**config.mk**
```make
export PLATFORM = sky130hd
export DESIGN_NAME = stopwatch_ctrl
export DESIGN_NICKNAME = d
export VERILOG_FILES = /design/src/rtl/stopwatch_ctrl.sv
export SDC_FILE = /design/constraint.sdc
export NUM_CORES = 1
export LEC_CHECK = 0
export CELL_PAD_IN_SITES_DETAIL_PLACEMENT = 1
export CELL_PAD_IN_SITES_GLOBAL_PLACEMENT = 2
export CORE_ASPECT_RATIO = 0.5
export CORE_MARGIN = 10
export CORE_UTILIZATION = 35
export CTS_CLUSTER_DIAMETER = 150
export DETAILED_ROUTE_END_ITERATION = 16
export PLACE_DENSITY = 0.85
export SYNTH_ARGS = -nofsm -noshare
export SYNTH_HDL_FRONTEND = slang
export SYNTH_SLANG_ARGS = --single-unit
export TNS_END_PERCENT = 1
```
**constraint.sdc**
```tcl
create_clock -name clk_50MHz -period 2.4 [get_ports clk_50MHz]
set_input_delay 0.48 -clock clk_50MHz [delete_from_list [all_inputs] [get_ports clk_50MHz]]
set_output_delay 0.48 -clock clk_50MHz [all_outputs]
set_load 0.03 [all_outputs]
```
**src/rtl/stopwatch_ctrl.sv**
```systemverilog
// Stopwatch controller: synchronises the 100 Hz tick and two debounced buttons,
// runs the run/lap/pause FSM and keeps a saturating BCD mm:ss.cc count plus a lap capture.
//
// state  | meaning
// -------+---------------------------------------------------------------
// IDLE   | count cleared, waiting for start
// RUN    | counting, display shows live count
// LAP    | counting, display frozen on lap_reg
// PAUSE  | count held; if overflow is set only lap/clear leaves
module stopwatch_ctrl #(
    parameter int MAX_MIN     = 59,
    parameter int SYNC_STAGES = 2
) (
    input  logic       clk_50MHz,
    input  logic       rst_n,
    input  logic       tick_100Hz,
    input  logic       btn_ss,
    input  logic       btn_lc,
    output logic [3:0] disp_min_t,
    output logic [3:0] disp_min_u,
    output logic [3:0] disp_sec_t,
    output logic [3:0] disp_sec_u,
    output logic [3:0] disp_cs_t,
    output logic [3:0] disp_cs_u,
    output logic       running,
    output logic       frozen,
    output logic       overflow
);

    localparam logic [1:0] S_IDLE  = 2'd0;
    localparam logic [1:0] S_RUN   = 2'd1;
    localparam logic [1:0] S_LAP   = 2'd2;
    localparam logic [1:0] S_PAUSE = 2'd3;

    localparam logic [3:0] MAX_T = 4'(MAX_MIN / 10);
    localparam logic [3:0] MAX_U = 4'(MAX_MIN % 10);
    localparam logic [23:0] COUNT_MAX = {MAX_T, MAX_U, 4'd5, 4'd9, 4'd9, 4'd9};

    logic [SYNC_STAGES-1:0] sync_tick, sync_ss, sync_lc;
    logic [2:0]             prev;
    logic                   tick_p, ss_p, lc_p;

    logic [1:0]  state;
    logic [23:0] count, count_inc, lap_reg, disp;
    logic        count_en, at_max;

    always_ff @(posedge clk_50MHz or negedge rst_n) begin
        if (!rst_n) begin
            sync_tick <= '0;
            sync_ss   <= '0;
            sync_lc   <= '0;
            prev      <= '0;
        end else begin
            sync_tick <= {sync_tick[SYNC_STAGES-2:0], tick_100Hz};
            sync_ss   <= {sync_ss[SYNC_STAGES-2:0], btn_ss};
            sync_lc   <= {sync_lc[SYNC_STAGES-2:0], btn_lc};
            prev      <= {sync_tick[SYNC_STAGES-1], sync_ss[SYNC_STAGES-1], sync_lc[SYNC_STAGES-1]};
        end
    end

    assign tick_p = sync_tick[SYNC_STAGES-1] & ~prev[2];
    assign ss_p   = sync_ss[SYNC_STAGES-1]   & ~prev[1];
    assign lc_p   = sync_lc[SYNC_STAGES-1]   & ~prev[0];

    assign count_en = tick_p && (state == S_RUN || state == S_LAP);
    assign at_max   = (count == COUNT_MAX);

    // BCD ripple: each digit wraps only when all lower digits wrap
    always_comb begin
        count_inc = count;
        if (count[3:0] != 4'd9) begin
            count_inc[3:0] = count[3:0] + 4'd1;
        end else begin
            count_inc[3:0] = 4'd0;
            if (count[7:4] != 4'd9) begin
                count_inc[7:4] = count[7:4] + 4'd1;
            end else begin
                count_inc[7:4] = 4'd0;
                if (count[11:8] != 4'd9) begin
                    count_inc[11:8] = count[11:8] + 4'd1;
                end else begin
                    count_inc[11:8] = 4'd0;
                    if (count[15:12] != 4'd5) begin
                        count_inc[15:12] = count[15:12] + 4'd1;
                    end else begin
                        count_inc[15:12] = 4'd0;
                        if (count[19:16] != 4'd9) begin
                            count_inc[19:16] = count[19:16] + 4'd1;
                        end else begin
                            count_inc[19:16] = 4'd0;
                            count_inc[23:20] = count[23:20] + 4'd1;
                        end
                    end
                end
            end
        end
    end

    always_ff @(posedge clk_50MHz or negedge rst_n) begin
        if (!rst_n) begin
            state    <= S_IDLE;
            count    <= '0;
            lap_reg  <= '0;
            overflow <= 1'b0;
        end else if (count_en && at_max) begin
            // saturation overrides any button action in the same cycle
            overflow <= 1'b1;
            state    <= S_PAUSE;
        end else begin
            if (count_en) count <= count_inc;
            case (state)
                S_IDLE: begin
                    if (ss_p) state <= S_RUN;
                end
                S_RUN: begin
                    if (ss_p) begin
                        state <= S_PAUSE;
                    end else if (lc_p) begin
                        state   <= S_LAP;
                        lap_reg <= count;
                    end
                end
                S_LAP: begin
                    if (ss_p)      state <= S_PAUSE;
                    else if (lc_p) state <= S_RUN;
                end
                default: begin
                    if (ss_p && !overflow) begin
                        state <= S_RUN;
                    end else if (lc_p) begin
                        state    <= S_IDLE;
                        count    <= '0;
                        lap_reg  <= '0;
                        overflow <= 1'b0;
                    end
                end
            endcase
        end
    end

    assign running = (state == S_RUN) || (state == S_LAP);
    assign frozen  = (state == S_LAP);
    assign disp    = frozen ? lap_reg : count;

    assign disp_min_t = disp[23:20];
    assign disp_min_u = disp[19:16];
    assign disp_sec_t = disp[15:12];
    assign disp_sec_u = disp[11:8];
    assign disp_cs_t  = disp[7:4];
    assign disp_cs_u  = disp[3:0];

endmodule

```
==> summary.md, run 1 <==
| Metric | Value |
|---|---|
| Status | complete, no violations |
| # rows | 24 |
| Avg Cell Area, Syn | 9.44 um2 |
| #FFs+latches synth | 60 |
| Via Count | 2,625 |
| Critical path launch point type | flip-flop |
| R2r setup slk | 0.17 ns |
| Overall die width | 154 um |
| Sink Count | 60 |
| Routability cong. | just over 0.8 |
| Yosys warnings | 0 |
| Syn-to-layout area delta | 27.4% |
| Global route overflow | 0 |
| RR Endpoint | count[21]$_DFFE_PN0N_ |
| Most common cell after layout, fill and taps aside | nand2_1 |
| Final core occ | 45.9% |
| Asr flop ratio synth | 100% |
| Htree depth | 3 |
| First-pass GRT wire length | around 15,000 um |
| DP Wirelength | approximately 6300 um |
| Worst Path Required | 1.92 ns |
| Achievable Freq | 429 MHz |
| RSZ-0062 raised after global routing | false |
| Synth Flop Type | dfrtp_1 |
| Period utilisation layout | 97.1% |
| Reg-to-reg startpoint | state[1]$_DFFE_PN0P_ |
| Mapped cell area | 3140 um2 |
| Largest net degree at the start of global routing | 29 |
| Die Ht | 86.9 um |
| Worst Skew | 0.00345 ns |
| Crit path buf inv count | 3 |
| Initial antenna violation count | 0 |
| Final Max Tran Viols | 0 |
| Critical-path cell list | inv_2 -> ha_4 -> buf_12 -> mux2_2 -> clkdlybuf4s15_2 |
| Leak pwr | 1.77 nW |
| Clock Root Buffer | clkbuf_16 |
| Crit end category | primary output |
| Hold Fails Final Rpt | 0 |
| Number of DRC markers in iteration 0 | 116 |
| Post-Syn Instances | 332 |
| Layout cells sized above 1 | 23.0% |
| Kind of cell adding the most delay to the critical path | buffers and inverters |
| # nets final | between 300 and 400 |
| Crit-path max FO | 11 |
| Drt drc | 0 |
| Crit path DAT | about 1.9 ns |
| CTS Buffer Depth | 2 |
| # Max-Cap Violations | 0 |
| Die area | between 10,000 and 15,000 um2 |
| Final Instance Area | 3990 um2 |
| Initial Util | a little over a third |
| Net Count, Synth | ~340 |
| Routed Antenna Nets | 0 |
| Port bufs | 31 |
| Vias/cell | about 5.3 |
| Setup TNS | 0 ns |
| Peak supply drop | roughly 0.00054 V |
| CTS Buf Count | 9 |
| Setup repair bufs after CTS | 0 |
| Tmin final | 2.33 ns |
| Highest-count cells in the layout ignoring fill and taps | 72 x nand2_1, 60 x dfrtp_1, 35 x o21ai_0 |
| Global-route usage over all layers | 13.6% |
| Hold/Removal Path Class | in -> async |
| Post-DR wirelength/cell | between 15 and 20 um |
| # fillers | 985 |
| Drt pass-1 iters | 4 |
| Max-slew headroom | 66.7% |
| Vias in the first global route | 2,930 |
| I/O Pins | 32 |
| Final Routed Wirelength | 8820 um |
| Crit Path Category | reg -> out |
| Sequential element share of the synthesized area | 47.9% |
| Ant diodes | 0 |
| Clock transition at the registers of the reported paths | 0.05 ns |
| Core box area | 8710 um2 |
| CTS tree | yes |
| Tightest Pin Transition | 0.486 ns |
| CP peak stage delay | between 0.4 and 0.5 ns |
| Number of flops mapped to enable cells by yosys | 0 |
| Slowest cell on crit path | dfrtp_1 |
| Synth cell types | 53 |
| Non-Filler Instances | 496 |
| Area after DPL | approximately 3600 um2 |
| Worst skew pair latency | approximately 0.33 ns |
| Reg2Reg Depth | 7 |
| Final setup violation count | 0 |
| DP Cell Count | 480 |
| PwrDens | 879 nW/um2 |
| Total chip power | 0.00351 W |
worst reg2reg max path, cell delays in order (launching register included):
cell,delay (ns)
dfrtp_1,0.45
inv_1,0.10
ha_1,0.30
and3b_1,0.31
and3_2,0.33
and4b_4,0.27
mux2_1,0.32
nor2_1,0.09
per-layer routing:
layer	track usage (%)	routed length [um]
met1	16.0	3980
met2	23.2	4360
met3	3.99	383
met4	5.03	95
met5	0	0
cells by family (layout without fill, tap and decap cells):
logic type	count (synthesis)	after routing	synth area share, %
buffers and inverters	29	76	4.55
adders and majority gates	6	6	2.39
AOI/OAI and AO/OA	77	77	14.1
muxes	21	21	7.38
DFF	60	60	47.9
and+or+nand+nor	133	133	22.0
xor gates and xnor gates	6	6	1.68
what timing repair did:
| action | CTS | global route |
|---|---|---|
| hold buffers | 0 | 0 |
| gates cloned | 0 | 1 |
| gates resized for setup | 30 | 14 |
| endpoints found under the hold margin | 0 | 0 |
| pin swaps | 0 | 0 |
| setup endpoints to repair | 16 | 13 |
power by group:
group | total [W] | internal (W) | leakage (nW) | switching, W
combinational | 0.00111 | 0.000441 | 0.827 | 0.000664
clock | 0.00117 | 0.000744 | 0.135 | 0.000429
sequential | 0.00123 | 0.00111 | 0.804 | 0.000121
per-stage QoR:
step	setup slack [ns]	hold WS, ns
after detailed placement	0.0336	0.336
after floorplan	-0.00383	0.184
after global placement	0.0785	0.332
after global routing	0.00274	0.103
final	0.0692	0.0859
after CTS	0.00235	0.0836
area by class of cell:
| cell class | instances | area, um2 | share of cell area (%) |
|---|---|---|---|
| timing repair buffer | 50 | 524 | 13.1 |
| clock inverter | 2 | 10.0 | 0.251 |
| sequential | 60 | 1500 | 37.6 |
| inverter | 11 | 41.3 | 1.03 |
| multi-input combinational | 243 | 1510 | 37.8 |
| tap | 117 | 146 | 3.67 |
| clock buffer | 13 | 260 | 6.52 |
cells in the mapped netlist, types with 2 or more instances:
library cell / instances / share of area [%]
nand2_1: 72 / 8.6
dfrtp_1: 60 / 48
o21ai_0: 35 / 5.6
nor2_1: 17 / 2.0
a21oi_1: 16 / 2.6
mux2_2: 16 / 5.7
inv_1: 11 / 1.3
o21ai_1: 9 / 1.4
clkbuf_1: 7 / 0.84
ha_1: 6 / 2.4
nand3_1: 6 / 0.96
xnor2_1: 5 / 1.4
buf_4: 4 / 0.96
mux2i_1: 4 / 1.3
nand2b_1: 4 / 0.80
nand4_1: 4 / 0.80
and2_1: 3 / 0.60
and3_1: 3 / 0.60
and3b_1: 3 / 0.84
and4bb_1: 3 / 1.2
buf_2: 3 / 0.48
a31o_1: 2 / 0.56
a31oi_1: 2 / 0.40
buf_1: 2 / 0.24
buf_6: 2 / 0.72
nand3b_1: 2 / 0.48
nor2b_1: 2 / 0.40
nor3_1: 2 / 0.32
o22ai_1: 2 / 0.40
or4_1: 2 / 0.48
how the worst max path moves through the flow:
stage | startpoint | end | cells past startpoint
floorplan | state[0]$_DFFE_PN0P_ | disp_cs_t[2] | 5
global placement | state[0]$_DFFE_PN0P_ | disp_min_t[0] | 5
detailed placement | state[0]$_DFFE_PN0P_ | disp_cs_t[0] | 5
CTS | state[0]$_DFFE_PN0P_ | disp_min_u[1] | 6
global route | state[0]$_DFFE_PN0P_ | disp_min_u[0] | 6
finish | state[0]$_DFFE_PN0P_ | disp_min_t[2] | 5
Note: power is estimated with default switching activity, not from simulation.
==> inputs of run 2 (changes only) <==
--- a/config.mk
+++ b/config.mk
@@ -5,6 +5,7 @@
 export SDC_FILE = /design/constraint.sdc
 export NUM_CORES = 1
 export LEC_CHECK = 0
+export CAP_MARGIN = 20
 export CELL_PAD_IN_SITES_DETAIL_PLACEMENT = 1
 export CELL_PAD_IN_SITES_GLOBAL_PLACEMENT = 2
 export CORE_ASPECT_RATIO = 0.5
==> results of run 2 <==
No change in the layout: final DEF, timing and power equal those of run 1.
